$ cat src/rtl/cpu_fetch_pkg.sv
// Shared types and widths for the instruction fetch stage.
// The optional prefetch path is enabled by defining FETCH_PREFETCH_EN.
package cpu_fetch_pkg;

  localparam int ADDR_W_DEF = 27;
  localparam int INSTR_W    = 32;

  typedef enum logic [2:0] {
    ST_RESET   = 3'd0,
    ST_REQ     = 3'd1,
    ST_WAIT    = 3'd2,
    ST_FETCH   = 3'd3,
    ST_GETREGS = 3'd4,
    ST_HOLD    = 3'd5,
    ST_HALTED  = 3'd6
  } fetch_state_t;

endpackage

$ cat src/rtl/instr_prefetch_buf.sv
// One-word speculative fetch buffer: data, valid and pending flags.
// Used by instr_fetch_unit only when FETCH_PREFETCH_EN is defined.
module instr_prefetch_buf
  import cpu_fetch_pkg::*;
(
  input  logic               clk,
  input  logic               nreset,
  input  logic               i_issue,
  input  logic               i_clear,
  input  logic               i_done,
  input  logic [INSTR_W-1:0] i_data,
  output logic [INSTR_W-1:0] o_data,
  output logic               o_valid,
  output logic               o_pending
);

  logic [INSTR_W-1:0] r_data;
  logic               r_valid;
  logic               r_pending;

  // NOTE: state is updated only with non-blocking assignments so every flop samples pre-edge values.
  always_ff @(posedge clk or negedge nreset) begin
    if (!nreset) begin
      r_data    <= '0;
      r_valid   <= 1'b0;
      r_pending <= 1'b0;
    end else if (i_issue) begin
      r_pending <= 1'b1;
      r_valid   <= 1'b0;
    end else if (r_pending && i_done) begin
      r_pending <= 1'b0;
      r_valid   <= !i_clear;
      r_data    <= i_data;
    end else if (i_clear) begin
      r_valid   <= 1'b0;
    end
  end

  assign o_data    = r_data;
  assign o_valid   = r_valid;
  assign o_pending = r_pending;

endmodule

$ cat src/rtl/instr_fetch_unit.sv
// Instruction fetch stage: PC, bus read sequencing and decoder strobes.
// Define FETCH_PREFETCH_EN to add the speculative pc+1 prefetch buffer.
module instr_fetch_unit
  import cpu_fetch_pkg::*;
#(
  parameter int                ADDR_W   = ADDR_W_DEF,
  parameter logic [ADDR_W-1:0] RESET_PC = '0
) (
  input  logic               clk,
  input  logic               nreset,
  output logic [ADDR_W-1:0]  bus_addr,
  output logic               bus_start,
  input  logic               bus_done,
  input  logic [INSTR_W-1:0] bus_q,
  output logic [INSTR_W-1:0] q,
  output logic               fetch,
  output logic               getRegs,
  output logic [ADDR_W-1:0]  pc,
  input  logic               exec_done,
  input  logic               jump_valid,
  input  logic [ADDR_W-1:0]  jump_addr,
  input  logic               halt,
  output logic               halted
);

  fetch_state_t       r_state, w_next_state;
  logic [ADDR_W-1:0]  r_pc, w_next_pc;
  logic [INSTR_W-1:0] r_ireg, w_next_ireg;
  logic [ADDR_W-1:0]  r_bus_addr, w_next_bus_addr;
  logic               r_bus_start, w_next_bus_start;
  logic               r_fetch, r_get_regs, r_halted;

`ifdef FETCH_PREFETCH_EN
  logic               w_pf_issue, w_pf_clear, w_pf_valid, w_pf_pending, w_pf_busy;
  logic [INSTR_W-1:0] w_pf_data;
  logic               r_drop, w_next_drop;
  logic               r_halt_after, w_next_halt_after;

  instr_prefetch_buf u_prefetch_buf (
    .clk       (clk),
    .nreset    (nreset),
    .i_issue   (w_pf_issue),
    .i_clear   (w_pf_clear),
    .i_done    (bus_done),
    .i_data    (bus_q),
    .o_data    (w_pf_data),
    .o_valid   (w_pf_valid),
    .o_pending (w_pf_pending)
  );

  // A read still in flight at retire must be drained before the bus is reused.
  assign w_pf_busy = w_pf_pending && !bus_done;
`endif

  // NOTE: every combinational output gets a default first, so no latch is inferred.
  always_comb begin
    w_next_state     = r_state;
    w_next_pc        = r_pc;
    w_next_ireg      = r_ireg;
    w_next_bus_addr  = r_bus_addr;
    w_next_bus_start = 1'b0;
`ifdef FETCH_PREFETCH_EN
    w_pf_issue        = 1'b0;
    w_pf_clear        = 1'b0;
    w_next_drop       = r_drop;
    w_next_halt_after = r_halt_after;
`endif
    unique case (r_state)
      ST_RESET:   w_next_state = ST_REQ;
      ST_REQ:     w_next_state = ST_WAIT;
      ST_WAIT: begin
`ifdef FETCH_PREFETCH_EN
        w_pf_clear = 1'b1;
        if (bus_done && r_drop) begin
          w_next_drop  = 1'b0;
          w_next_state = r_halt_after ? ST_HALTED : ST_REQ;
        end else if (bus_done) begin
          w_next_ireg  = bus_q;
          w_next_state = ST_FETCH;
        end
`else
        if (bus_done) begin
          w_next_ireg  = bus_q;
          w_next_state = ST_FETCH;
        end
`endif
      end
      ST_FETCH:   w_next_state = ST_GETREGS;
      ST_GETREGS: begin
        w_next_state = ST_HOLD;
`ifdef FETCH_PREFETCH_EN
        w_pf_issue       = 1'b1;
        w_next_bus_start = 1'b1;
        w_next_bus_addr  = r_pc + ADDR_W'(1);
`endif
      end
      ST_HOLD: begin
        if (exec_done) begin
`ifdef FETCH_PREFETCH_EN
          w_pf_clear = 1'b1;
          if (halt) begin
            w_next_halt_after = w_pf_busy;
            w_next_drop       = w_pf_busy;
            w_next_state      = w_pf_busy ? ST_WAIT : ST_HALTED;
          end else if (jump_valid) begin
            w_next_pc    = jump_addr;
            w_next_drop  = w_pf_busy;
            w_next_state = w_pf_busy ? ST_WAIT : ST_REQ;
          end else begin
            w_next_pc = r_pc + ADDR_W'(1);
            if (w_pf_valid) begin
              w_next_ireg  = w_pf_data;
              w_next_state = ST_FETCH;
            end else if (w_pf_pending && bus_done) begin
              w_next_ireg  = bus_q;
              w_next_state = ST_FETCH;
            end else if (w_pf_pending) begin
              w_next_state = ST_WAIT;
            end else begin
              w_next_state = ST_REQ;
            end
          end
`else
          if (halt) begin
            w_next_state = ST_HALTED;
          end else if (jump_valid) begin
            w_next_pc    = jump_addr;
            w_next_state = ST_REQ;
          end else begin
            w_next_pc    = r_pc + ADDR_W'(1);
            w_next_state = ST_REQ;
          end
`endif
        end
      end
      ST_HALTED:  w_next_state = ST_HALTED;
      default:    w_next_state = ST_RESET;
    endcase

    if (w_next_state == ST_REQ) begin
      w_next_bus_start = 1'b1;
      w_next_bus_addr  = w_next_pc;
    end
  end

  always_ff @(posedge clk or negedge nreset) begin
    if (!nreset) begin
      r_state     <= ST_RESET;
      r_pc        <= RESET_PC;
      r_ireg      <= '0;
      r_bus_addr  <= RESET_PC;
      r_bus_start <= 1'b0;
      r_fetch     <= 1'b0;
      r_get_regs  <= 1'b0;
      r_halted    <= 1'b0;
    end else begin
      r_state     <= w_next_state;
      r_pc        <= w_next_pc;
      r_ireg      <= w_next_ireg;
      r_bus_addr  <= w_next_bus_addr;
      r_bus_start <= w_next_bus_start;
      r_fetch     <= (w_next_state == ST_FETCH);
      r_get_regs  <= (w_next_state == ST_GETREGS);
      r_halted    <= (w_next_state == ST_HALTED);
    end
  end

`ifdef FETCH_PREFETCH_EN
  always_ff @(posedge clk or negedge nreset) begin
    if (!nreset) begin
      r_drop       <= 1'b0;
      r_halt_after <= 1'b0;
    end else begin
      r_drop       <= w_next_drop;
      r_halt_after <= w_next_halt_after;
    end
  end
`endif

  assign bus_addr  = r_bus_addr;
  assign bus_start = r_bus_start;
  assign q         = r_ireg;
  assign fetch     = r_fetch;
  assign getRegs   = r_get_regs;
  assign pc        = r_pc;
  assign halted    = r_halted;

endmodule

$ cat config.mk
export PLATFORM = sky130hd
export DESIGN_NAME = instr_fetch_unit
export DESIGN_NICKNAME = d
export VERILOG_FILES = /design/src/rtl/cpu_fetch_pkg.sv /design/src/rtl/instr_prefetch_buf.sv /design/src/rtl/instr_fetch_unit.sv
export SDC_FILE = /design/constraint.sdc
export NUM_CORES = 1
export LEC_CHECK = 0
export ABC_AREA = 0
export BUFFER_PORTS_ARGS = -buffer_cell sky130_fd_sc_hd__buf_2
export CAP_MARGIN = 0
export CELL_PAD_IN_SITES_DETAIL_PLACEMENT = 1
export CELL_PAD_IN_SITES_GLOBAL_PLACEMENT = 1
export CORE_MARGIN = 3
export CORE_UTILIZATION = 40
export CTS_BUF_LIST = sky130_fd_sc_hd__clkbuf_2
export DETAILED_ROUTE_END_ITERATION = 8
export PLACE_DENSITY = 0.94
export SLEW_MARGIN = 20
export SYNTH_ARGS = -nofsm -noshare
export SYNTH_HDL_FRONTEND = slang
export SYNTH_SLANG_ARGS = --single-unit
$ cat constraint.sdc
create_clock -name clk -period 3.5 [get_ports clk]
set_clock_uncertainty 0.15 [all_clocks]
set_input_delay 0.35 -clock clk [delete_from_list [all_inputs] [get_ports clk]]
set_output_delay 0.35 -clock clk [all_outputs]
set_load 0.03 [all_outputs]
Word level (Yosys, flattened, before mapping):

Index checks and enable logic that the tools add are counted.

* bits in registers: 93
* output and inout bits: 90

* add/sub/neg operators: 1
* equality and inequality tests: 10
* muxes and demuxes: 9
* reduce and logical (&&, ||, !) cells: 2

Operator list (count)
* $mux W27: 4
* $add A27 B1 Y27 const B: 1
* $pmux W3 S7: 1
* $eq A3 B3 Y1 const B: 5
* $eq A3 B2 Y1 const B: 3
* $mux W3: 3
* $eq A3 B1 Y1 const B: 2
* $logic_not A3 Y1: 1
* $reduce_and A2 Y1: 1
* $mux W1: 1

Logic depth before layout (Yosys ltp):

Gate-level depths: netlist of run 1.

* depth in word-level cells: 5
* mapped depth: 8

Worst setup path before layout of run 1:

No wires, ideal clock.

* path kind: register -> register
* start point: reg r_pc[16] (netlist: pc[16])
* end point: reg r_bus_addr[26] (netlist: bus_addr[26])
* setup time: 0.142 ns
* arrival: 1.916 ns
* required time: 3.208 ns
* path slack: 1.292 ns
* stages on the path, launching flop included: 7
* path buffers: 1
* period minus slack after synthesis: 2.208 ns
* cells stage by stage: dfrtp_1 > nand4_2 > or3_1 > buf_6 > or3_4 > a2111oi_4 > o31ai_1

* word-level cells in the longest chain between the ends: 5

Ends and longest elaborated chain
* start, declared: RTL line instr_fetch_unit.sv:27 `logic [ADDR_W-1:0] r_pc, w_next_pc;`
* start signal, assigned: RTL line instr_fetch_unit.sv:158 `r_pc <= w_next_pc;`
* $add A27 B1 Y27: RTL line instr_fetch_unit.sv:130 `w_next_pc = r_pc + ADDR_W'(1);`
* $mux W27: RTL line instr_fetch_unit.sv:126 `end else if (jump_valid) begin`
* $mux W27: RTL line instr_fetch_unit.sv:124 `if (halt) begin`
* $mux W27: RTL line instr_fetch_unit.sv:98 `if (exec_done) begin`
* $mux W27: RTL line instr_fetch_unit.sv:68 `unique case (r_state)`
* end signal, assigned: RTL line instr_fetch_unit.sv:160 `r_bus_addr <= w_next_bus_addr;`
* end, declared: RTL line instr_fetch_unit.sv:29 `logic [ADDR_W-1:0] r_bus_addr, w_next_bus_addr;`

Every way passes these cells.
A chain may end at the register's enable or synchronous reset.

Worst setup path in the final report of run 1:

* start point: reg r_state[1]
* end point: reg r_bus_addr[10] (netlist: bus_addr[10])

RTL lines
* start, declared: RTL line instr_fetch_unit.sv:26 `fetch_state_t r_state, w_next_state;`
* start signal, assigned: RTL line instr_fetch_unit.sv:157 `r_state <= w_next_state;`
* $eq A3 B3 Y1: RTL line instr_fetch_unit.sv:68
* $mux W27: RTL line instr_fetch_unit.sv:68
* via w_next_pc[10]: RTL line instr_fetch_unit.sv:27

The timed path passes the listed nets, and every way through them passes these cells.

==> impl_results.md, run 1 <==
- 1st-iter DRT viols: 229
- Synthesized area per cell: approximately 11 um^2
- P&R area growth vs syn: 35.2%
- Crit. End Element: flop
- I/O Buffers: 154
- Num CTS Buffers: 9
- HP Start: jump_addr[24]
- Unique cell type count in the Yosys netlist: 58
- Critical path fanouts, max: 25
- FMAX: 375 MHz
- CP arrival: a little over 3000 ps
- Synth Area in Simple Gates: 16.7%
- Max Slew Vio Count: 0
- Layout cells sized above 1: 38.5%
- Hold depth: 4
- Min cycle time layout: 2660 ps
- Vias: 4221
- Most common cell after layout, fill and taps aside: buf_2
- Post-synthesis mux area share: between 10% and 20%
- Worst-case vdd ir drop: 543 uV
- Wire length per cell after detailed routing: 21.0 um
- Initial Utilization: 41.2%
- Critical path class: flop to flop
- Chip Width: 112 um
- Max Cap Violations: 0
- R2R depth: 6
- Clock Latency Late Sink: 580 ps
- Final hold viol count: 0
- First-pass GRT wire length: 25700 um
- Row count: 38
- GRT Resource Usage Total: 25.7%
- Synth warnings: 0
- LEAKAGE: 2.80 nW
- Hold endpoint: pc[24]
- Adder-cell area share of the yosys netlist: less than 1%
- Longest Clk Path Bufs: 2
- Period utilization: 76.1%
- Number of global-route vias before repair: 4684
- Worst Hold Class: primary input to flop
- Initial antenna violation count: 1
- Largest net degree at the start of global routing: 67
- Crit start category: flop
- Die Ht: 112 um
- Reg2reg setup slack: 840 ps
- Num Clock Sinks: 93
- Clock Pin Slew Worst Setup and Hold Paths: about 260 ps
- Post-Layout Cell Count: about 750
- Root buf cell: clkbuf_2
- GPL Wtd Cong: 0.864
- Final setup vio count: 0
- Syn nets: 469
- Measured slew at the worst slew-check pin: about 910 ps
- FF+latch count, synth: 93
- P per Cell Area: 830 nW/um^2
- Ports: 155
- CTS HTree Levels: 3
- WHS: 39.4 ps
- Post-route cell area: 6060 um^2
- Global route overflow: 0
- Most frequent cells in the layout: buf_2 (153), dfrtp_1 (93), dlygate4sd3_1 (55)
- Max-slew headroom: roughly two fifths
- Core area: 10900 um^2
- Seq/Total Area, Yosys: 51.9%
- Post-CTS sizing: 0
- Compound-Gate Fraction of Synth Area: 15.0%
- Top FF cell, synth: dfrtp_1
- Fin nets: 672
- Status: finished clean
- TritonRoute pass-1 iters: 4
- WL final: 15800 um
- Post-synth EDFFs: 0
- XOR/XNOR Fraction of Synth Area: 0%
- Async SR Flop Fraction: 100%
- Post-route antenna net violation count: 0
- Reg-to-reg endpoint: bus_addr[10]
- Syn Inst Count: a little over 400
- CTS tree: done
- Dpl hpwl: 10400 um
- Post-DR vias/cell: 5.61
- Unrepaired setup endpoints after global routing: false
- Critical R2R Launch: r_state[1]
- DP Area: 5370 um^2
- DP Cell Count: 680
- Required time of the critical path: roughly 3900 ps
- Detailed-route DRC error count: 0
- Full die area: 12500 um^2
- Synthesized cell area: 4480 um^2
- Largest family of logic cells by synthesized area: simple AND/OR/NAND/NOR gates
- Setup TNS: 0 ps
## worst max path at each step
stage | start | to | cells after the start
final | r_state[1] | bus_addr[10] | 6
after global routing | r_state[1] | bus_addr[10] | 6
after CTS | r_state[1] | bus_addr[10] | 6
after detailed placement | r_state[1] | bus_addr[10] | 6
after global placement | halt | bus_addr[10] | 7
after floorplan | pc[16] | bus_addr[26] | 6
## layer usage
metal | global-route usage (%) | up-vias | share of wire (%)
li1 | - | 1909 | -
met1 | 31.4 | 2101 | 40
met2 | 42.4 | 175 | 49
met3 | 9.13 | 36 | 8.7
met4 | 8.92 | 0 | 2.7
met5 | 0 | - | 0
## timing repair
item / 4_1_cts / 5_1_grt
buffers inserted: 0 / 0
endpoints found under the hold margin: 116 / 1
hold buffers: 54 / 1
## power by group
group | internal (mW) | total, mW | leakage, nW | switching, mW
combinational | 0.839 | 2.46 | 1.57 | 1.62
clock | 0.237 | 0.619 | 0.0758 | 0.382
sequential | 1.52 | 1.95 | 1.15 | 0.436
## kinds of logic after synthesis
family / after synthesis
fa+ha+maj: 1
simple gates: 133
buf+inv: 29
flops: 93
mux: 53
compound gates: 94
## final cells by class
type	instances	area, um^2
sequential	93	2330
tap	140	175
fill	1206	4820
clock buffer	10	50.0
inverter	5	18.8
antenna	1	2.50
timing repair buffer	216	1380
multi-input combinational	281	2030
clock inverter	6	87.6
## cells in the mapped netlist, drive strengths merged (3+ instances only)
| library cell | count | area [um^2] |
|---|---|---|
| clkbuf | 16 | 60.1 |
| o21ai | 24 | 120 |
| a31oi | 4 | 25.0 |
| mux2 | 47 | 529 |
| nor3 | 13 | 80.1 |
| nand4 | 9 | 77.6 |
| nand3 | 9 | 50.1 |
| nand2b | 6 | 37.5 |
| o21bai | 3 | 22.5 |
| a2111oi | 3 | 51.3 |
| mux2i | 6 | 60.1 |
| nor2b | 3 | 18.8 |
| inv | 5 | 18.8 |
| a21oi | 12 | 60.1 |
| dfrtp | 93 | 2330 |
| a311oi | 9 | 78.8 |
| and3 | 10 | 62.6 |
| a22oi | 3 | 22.5 |
| nor4 | 7 | 80.1 |
| a22o | 5 | 43.8 |
| and4 | 3 | 26.3 |
| o221ai | 3 | 26.3 |
| nor2 | 33 | 126 |
| nand2 | 27 | 101 |
| and2 | 5 | 31.3 |
| buf | 8 | 52.6 |
| or3 | 4 | 30.0 |
| o31ai | 11 | 82.6 |
## state kept, by name, summed over array words and instances (netlist names)
signal,cells
bus_addr,27
bus_start,1
fetch,1
getRegs,1
halted,1
pc,27
q,32
r_state,3
## worst max-delay path, cell delays in order, from the launching register on
cell,delay [ps]
dfrtp_1,520
nand3b_1,220
or2_1,730
buf_4,360
nor3_1,70
nor4_1,340
mux2_2,220
## stage by stage
stage	setup slack (ps)	util, %	power (mW)
after floorplan	1290	-	3.49
after global placement	1070	49.3	4.21
after detailed placement	914	49.3	4.33
after CTS	854	55.6	4.99
after global routing	612	55.7	5.32
final	836	55.7	5.03
(Power assumes the default switching activity.)
==> run 2, diff against run 1 <==
ABC_AREA = 1   (was 0)
CORE_UTILIZATION = 37   (was 40)
clock period = 2.5 ns   (was 3.5 ns; I/O delays follow)
==> impl_results.md, run 2 <==
- Async SR Flop Fraction: 100% (unchanged)
- GPL Wtd Cong: 0.887 (+2.7%)
- Setup TNS: 0 ps (unchanged)
- P&R area growth vs syn: 39.8%
- Max Cap Violations: 0 (unchanged)
- Synthesized cell area: 4610 um^2 (+2.7%)
- CP arrival: 2770 ps (-270 ps)
- WL final: 18200 um (+15%)
- Compound-Gate Fraction of Synth Area: 6.66% (-8.4 points)
- Largest family of logic cells by synthesized area: simple AND/OR/NAND/NOR gates
- Min cycle time layout: 2360 ps
- XOR/XNOR Fraction of Synth Area: 0.190% (+0.19 points)
- Global route overflow: 0 (unchanged)
- Synthesized area per cell: 7.43 um^2 (-33%)
- Post-DR vias/cell: 4.95 (-12%)
- Unique cell type count in the Yosys netlist: 37 (-36%)
- Max Slew Vio Count: 0 (unchanged)
- Dpl hpwl: 10800 um (+3.5%)
- Most common cell in the netlist: nand2_1
- P per Cell Area: 1260 nW/um^2 (+52%)
- Final hold viol count: 0 (unchanged)
- Worst-case vdd ir drop: 604 uV (+11%)
- Worst Hold Class: primary input to flop
- TritonRoute pass-1 iters: 4 (unchanged)
- Chip Width: 118 um (+5.1%)
- Num CTS Buffers: 9 (unchanged)
- I/O Buffers: 154 (unchanged)
- Clock Pin Slew Worst Setup and Hold Paths: 290 ps (+30 ps)
- Most frequent cells after synthesis: nand2_1 (298), dfrtp_1 (93), nor2_1 (56), inv_1 (44), nand3_1 (26)
- Wire length per cell after detailed routing: 17.9 um (-15%)
- FMAX: 425 MHz
- First-pass GRT wire length: 29200 um (+14%)
- Crit start category: primary input
- Syn nets: 686 (+46%)
- GRT Resource Usage Total: 26.5% (+0.82 points)
- Measured slew at the worst slew-check pin: 553 ps (-358 ps)
- Layout cells sized above 1: 23.3% (-15 points)
- Core area: 12100 um^2 (+11%)
- Largest net degree at the start of global routing: 46 (-31%)
- Detailed-route DRC error count: 0 (unchanged)
- Synth Area in Simple Gates: 36.0% (+19 points)
- Reg2reg setup slack: 160 ps (-680 ps)
- Crit. End Element: flop
- Syn Inst Count: 620 (+54%)
- Clock Latency Late Sink: 640 ps (+60 ps)
- Final setup vio count: 0 (unchanged)
- Die Ht: 118 um (+5.1%)
- Area fraction of the dominant cell type after synthesis: 50.5% (-1.4 points)
- Most frequent cells in the layout: nand2_1 (298), buf_2 (153), dfrtp_1 (93)
- Unrepaired setup endpoints after global routing: false
- N_diodes: 0 (-1)
- Seq/Total Area, Yosys: 50.5% (-1.4 points)
- Status: finished clean
- Top FF cell, synth: dfrtp_1
- Row count: 40 (+5.3%)
- Fin nets: 910 (+35%)
- Post-route antenna net violation count: 0 (unchanged)
- Most common cell after layout, fill and taps aside: nand2_1
- Post-synthesis mux area share: 0% (-13 points)
- Period utilization: 94.2%
- Critical path fanouts, max: 11 (-56%)
- CTS tree: done
- Max reg flops: 32 (unchanged)
- Initial Utilization: 38.0% (-3.2 points)
- Ports: 155 (unchanged)
- Num Clock Sinks: 93 (unchanged)
- Synth area leaders: dfrtp_1 (51%), nand2_1 (24%), nor2_1 (4.6%), inv_1 (3.6%), nand3_1 (2.8%)
- Initial antenna violation count: 0 (-1)
- 1st-iter DRT viols: 225 (-1.7%)
- Post-synth EDFFs: 0 (unchanged)
- Area leader, netlist: dfrtp_1
- Power after layout: 8.11 mW (+61%)
- Critical path class: primary input to flop
- Synth warnings: 0 (unchanged)
- Max-slew headroom: 63.1% (+24 points)
- Required time of the critical path: 2910 ps (-970 ps)
- FF+latch count, synth: 93 (unchanged)
- Adder-cell area share of the yosys netlist: 0.272% (-0.0074 points)
- Full die area: 13800 um^2 (+10%)
- Root buf cell: clkbuf_2
- LEAKAGE: 3.51 nW (+26%)
- CTS HTree Levels: 3 (unchanged)
- Number of global-route vias before repair: 5608 (+20%)
- Vias: 5034 (+19%)
- Longest Clk Path Bufs: 2 (unchanged)
[run 2: changes by cell type after synthesis, moves of 8 or more]
cell,change
a311oi_1,-9
and3_1,-10
inv_1,+40
mux2_2,-44
nand2_1,+271
nand3_1,+18
nor2_1,+24
nor3_1,-8
o31ai_1,-11
[run 2: per-stage QoR]
stage	cell area, um^2	utilization [%]	worst slack (ps)	hold WS, ps	std cells
5_1_grt	6440	53.2	11.2	66.1	1017
3_5_place_dp	5550	45.8	375	147	928
2_1_floorplan	4610	-	582	-196	620
3_3_place_gp	5550	45.8	456	149	928
4_1_cts	6420	53.0	70.6	17.4	1016
6_report	6440	53.2	144	83.5	1017
[run 2: cell type report]
| class | count | area, um^2 |
|---|---|---|
| flip-flops and latches | 93 | 2330 |
| inverters | 48 | 181 |
| multi-input cells | 458 | 2000 |
| fillers | 1582 | 5670 |
| clock inverters | 4 | 72.6 |
| well taps | 168 | 210 |
| clock buffers | 12 | 60.1 |
| repair buffers | 234 | 1590 |
[run 2: repair_timing]
action / in CTS / in global routing
hold buffers: 72 / 0
hold endpoints to repair: 182 / 0
endpoints found under the setup margin: 0 / 26
gates resized for setup: 0 / 4
buffers inserted: 0 / 0
[run 2: kinds of logic after synthesis]
group / after synthesis
AOI/OAI and AO/OA: 51
xor gates and xnor gates: 1
buffers and inverters: 70
adders and majority gates: 1
DFF: 93
and+or+nand+nor: 404
[run 2: final timing paths]
| path | to | cells past startpoint | start |
|---|---|---|---|
| min in group asynchronous | pc[7] | 4 | nreset |
| max reg2reg | q[2] | 9 | r_state[1] |
| min | pc[7] | 5 | jump_valid |
| min reg2reg | bus_addr[19] | 2 | bus_addr[19] |
| max | bus_addr[18] | 10 | halt |
| max in group asynchronous | fetch | 4 | nreset |
[run 2: power by group]
part / internal [mW] / total, mW / switching, mW
Clock: 0.342 / 0.896 / 0.554
Combinational: 1.26 / 4.40 / 3.14
Sequential: 2.18 / 2.82 / 0.643
[run 2: critical path, cell delays in order]
cell	delay, ps
dlygate4sd3_1	540
buf_2	140
nor2_4	130
dlygate4sd3_1	590
a21oi_1	70
o21ai_2	180
nand2_1	230
nor2_4	430
nand3_1	130
nand2_1	70
[run 2: metal layers]
metal / vias up / global-route usage (%) / wire length [um]
met2: 210 / 46.1 / 9100
met4: 0 / 12.1 / 656
li1: 2365 / - / -
met1: 2412 / 31.3 / 7310
met3: 47 / 5.96 / 1140
met5: - / 0 / 0
==> run 3, diff against run 2 <==
ABC_AREA = unset   (was 1)
CORE_UTILIZATION = 40   (was 37)
clock period = 2.92 ns   (was 2.5 ns; I/O delays follow)
==> impl_results.md, run 3 (synthesis gave the netlist of run 1 again) <==
- Longest Clk Path Bufs: 2 (unchanged)
- Initial Utilization: 41.2% (+3.2 points)
- Root buf cell: clkbuf_2
- Required time of the critical path: 3310 ps (+400 ps)
- WHS: 30.5 ps (-53.0 ps)
- Die Ht: 112 um (-4.8%)
- Worst-case vdd ir drop: 669 uV (+11%)
- Ports: 155 (unchanged)
- Most frequent cells in the layout: buf_2 (153), dfrtp_1 (93), dlygate4sd3_1 (62)
- P per Cell Area: 1000 nW/um^2 (-21%)
- I/O Buffers: 154 (unchanged)
- Chip Width: 112 um (-4.8%)
- Crit. End Element: flop
- Layer with the highest usage: met2
- Met1 usage: 34.5% (+3.2 points)
- Most common cell after layout, fill and taps aside: buf_2
- Core area: 10900 um^2 (-10%)
- Num CTS Buffers: 9 (unchanged)
- First-pass GRT wire length: 27500 um (-5.8%)
- Critical path class: flop to flop
- FMAX: between 300 and 400 MHz
- Max reg flops: 32 (unchanged)
- Clock Latency Late Sink: 590 ps (-50 ps)
- Final setup margin: 274 ps (+130 ps)
- Status: finished clean
- Max-slew headroom: 53.6% (-9.4 points)
- CTS HTree Levels: 3 (unchanged)
- Critical Path Start: pc[0]
- R2R depth: 6 (-3)
- Power after layout: 6.16 mW (-24%)
- Critical R2R Launch: pc[0]
- Period utilization: roughly nine tenths
- Critical path fanouts, max: 7 (-4)
- Measured slew at the worst slew-check pin: 695 ps (+142 ps)
- Post-route antenna net violation count: 0 (unchanged)
- WL final: 17100 um (-5.9%)
- 1st-iter DRT viols: 432 (+92%)
- Final hold viol count: 0 (unchanged)
- Number of global-route vias before repair: 4867 (-13%)
- Clock Pin Slew Worst Setup and Hold Paths: 300 ps (about the same)
- Number of setup buffers added after CTS: 0 (unchanged)
- Max Slew Vio Count: 0 (unchanged)
- Worst Hold Class: primary input to asynchronous set/reset pin
- Layout cells sized above 1: 38.3% (+15 points)
- CTS tree: done
- Setup TNS: 0 ps (unchanged)
- LEAKAGE: 2.84 nW (-19%)
- Largest net degree at the start of global routing: 54 (+17%)
- Initial antenna violation count: 0 (unchanged)
- Vias: 4388 (-13%)
- Final setup vio count: 0 (unchanged)
- Hold Buf Count CTS: 62 (-14%)
- Dpl hpwl: 11000 um (+1.9%)
- Post-CTS sizing: 0 (unchanged)
- Min cycle time layout: ~2600 ps
- GPL Wtd Cong: 0.858 (-3.4%)
- Unrepaired setup endpoints after global routing: false
- Fin nets: 681 (-25%)
- Place WS: 521 ps (+145 ps)
- Row count: 38 (-5.0%)
- N_diodes: 0 (unchanged)
- Wire length per cell after detailed routing: 22.6 um (+26%)
- Max Cap Violations: 0 (unchanged)
- TritonRoute pass-1 iters: 5 (+1)
- Global route overflow: 0 (unchanged)
- CP arrival: 3040 ps (+270 ps)
- Met2 Use GR: 46.5% (+0.39 points)
- Crit start category: flop
- Full die area: 12500 um^2 (-9.4%)
- GRT Resource Usage Total: 27.8% (+1.2 points)
- Reg2reg setup slack: 270 ps (+110 ps)
- Grt met3 use: 7.55% (+1.6 points)
- Num Clock Sinks: 93 (unchanged)
- Post-DR vias/cell: 5.78 (+17%)
- Detailed-route DRC error count: 0 (unchanged)
- Reg-to-reg endpoint: bus_addr[12]
- P&R area growth vs syn: 37.4%
[run 3: changes by cell type in the layout (fill, tap and decap cells not counted), moves of 6 or more]
| cell | before | now |
|---|---|---|
| inv_1 | 44 | 4 |
| nor3_1 | 2 | 10 |
| o31ai_1 | 0 | 11 |
| nand2_1 | 298 | 27 |
| nand3_1 | 26 | 8 |
| mux2i_1 | 0 | 6 |
| and3_1 | 0 | 10 |
| dlygate4sd3_1 | 71 | 62 |
| nor2_1 | 56 | 32 |
| mux2_2 | 0 | 44 |
| o22ai_1 | 6 | 0 |
| a311oi_1 | 0 | 9 |
[run 3: worst max-delay path, stage by stage (launching register included)]
cell       delay [ps]
dfrtp_1           550
ha_1              280
nand3_1           360
nor3_2            410
a211oi_1          160
a2111oi_2         440
mux2_2            230
[run 3: how the worst max path moves through the flow]
stage | endpoint | slack (ps) | cells past startpoint
after floorplan | bus_addr[26] | 710 | 6
after global placement | bus_addr[14] | 660 | 6
after detailed placement | bus_addr[10] | 520 | 6
after CTS | bus_addr[12] | 450 | 6
after global routing | bus_addr[12] | 230 | 6
final | bus_addr[12] | 270 | 6
[run 3: final cells by class]
cell class	instances	area (um^2)
Clock buffer	9	45.0
Clock inverter	6	93.8
Fill cell	1188	4730
Inverter	5	18.8
Multi-Input combinational cell	281	2030
Sequential cell	93	2330
Tap cell	140	175
Timing Repair Buffer	225	1470
[run 3: per-layer routing]
metal	wire, um	up-vias
met1	6720	2187
met4	501	0
met2	8520	233
met5	0	-
li1	-	1922
met3	1390	46
[run 3: power by group]
part | switching (mW) | total [mW] | leakage, nW | internal, mW
logic | 2.00 | 3.01 | 1.61 | 1.02
registers | 0.545 | 2.36 | 1.15 | 1.82
clock network | 0.491 | 0.779 | 0.0794 | 0.288
[run 3: per-stage QoR]
stage / std cells / utilization [%] / area, um^2
final: 759 / 56.6 / 6160
after global routing: 759 / 56.6 / 6160
after CTS: 759 / 56.6 / 6160
after detailed placement: 682 / 49.6 / 5400
after global placement: 682 / 49.6 / 5400
after floorplan: 403 / - / 4480
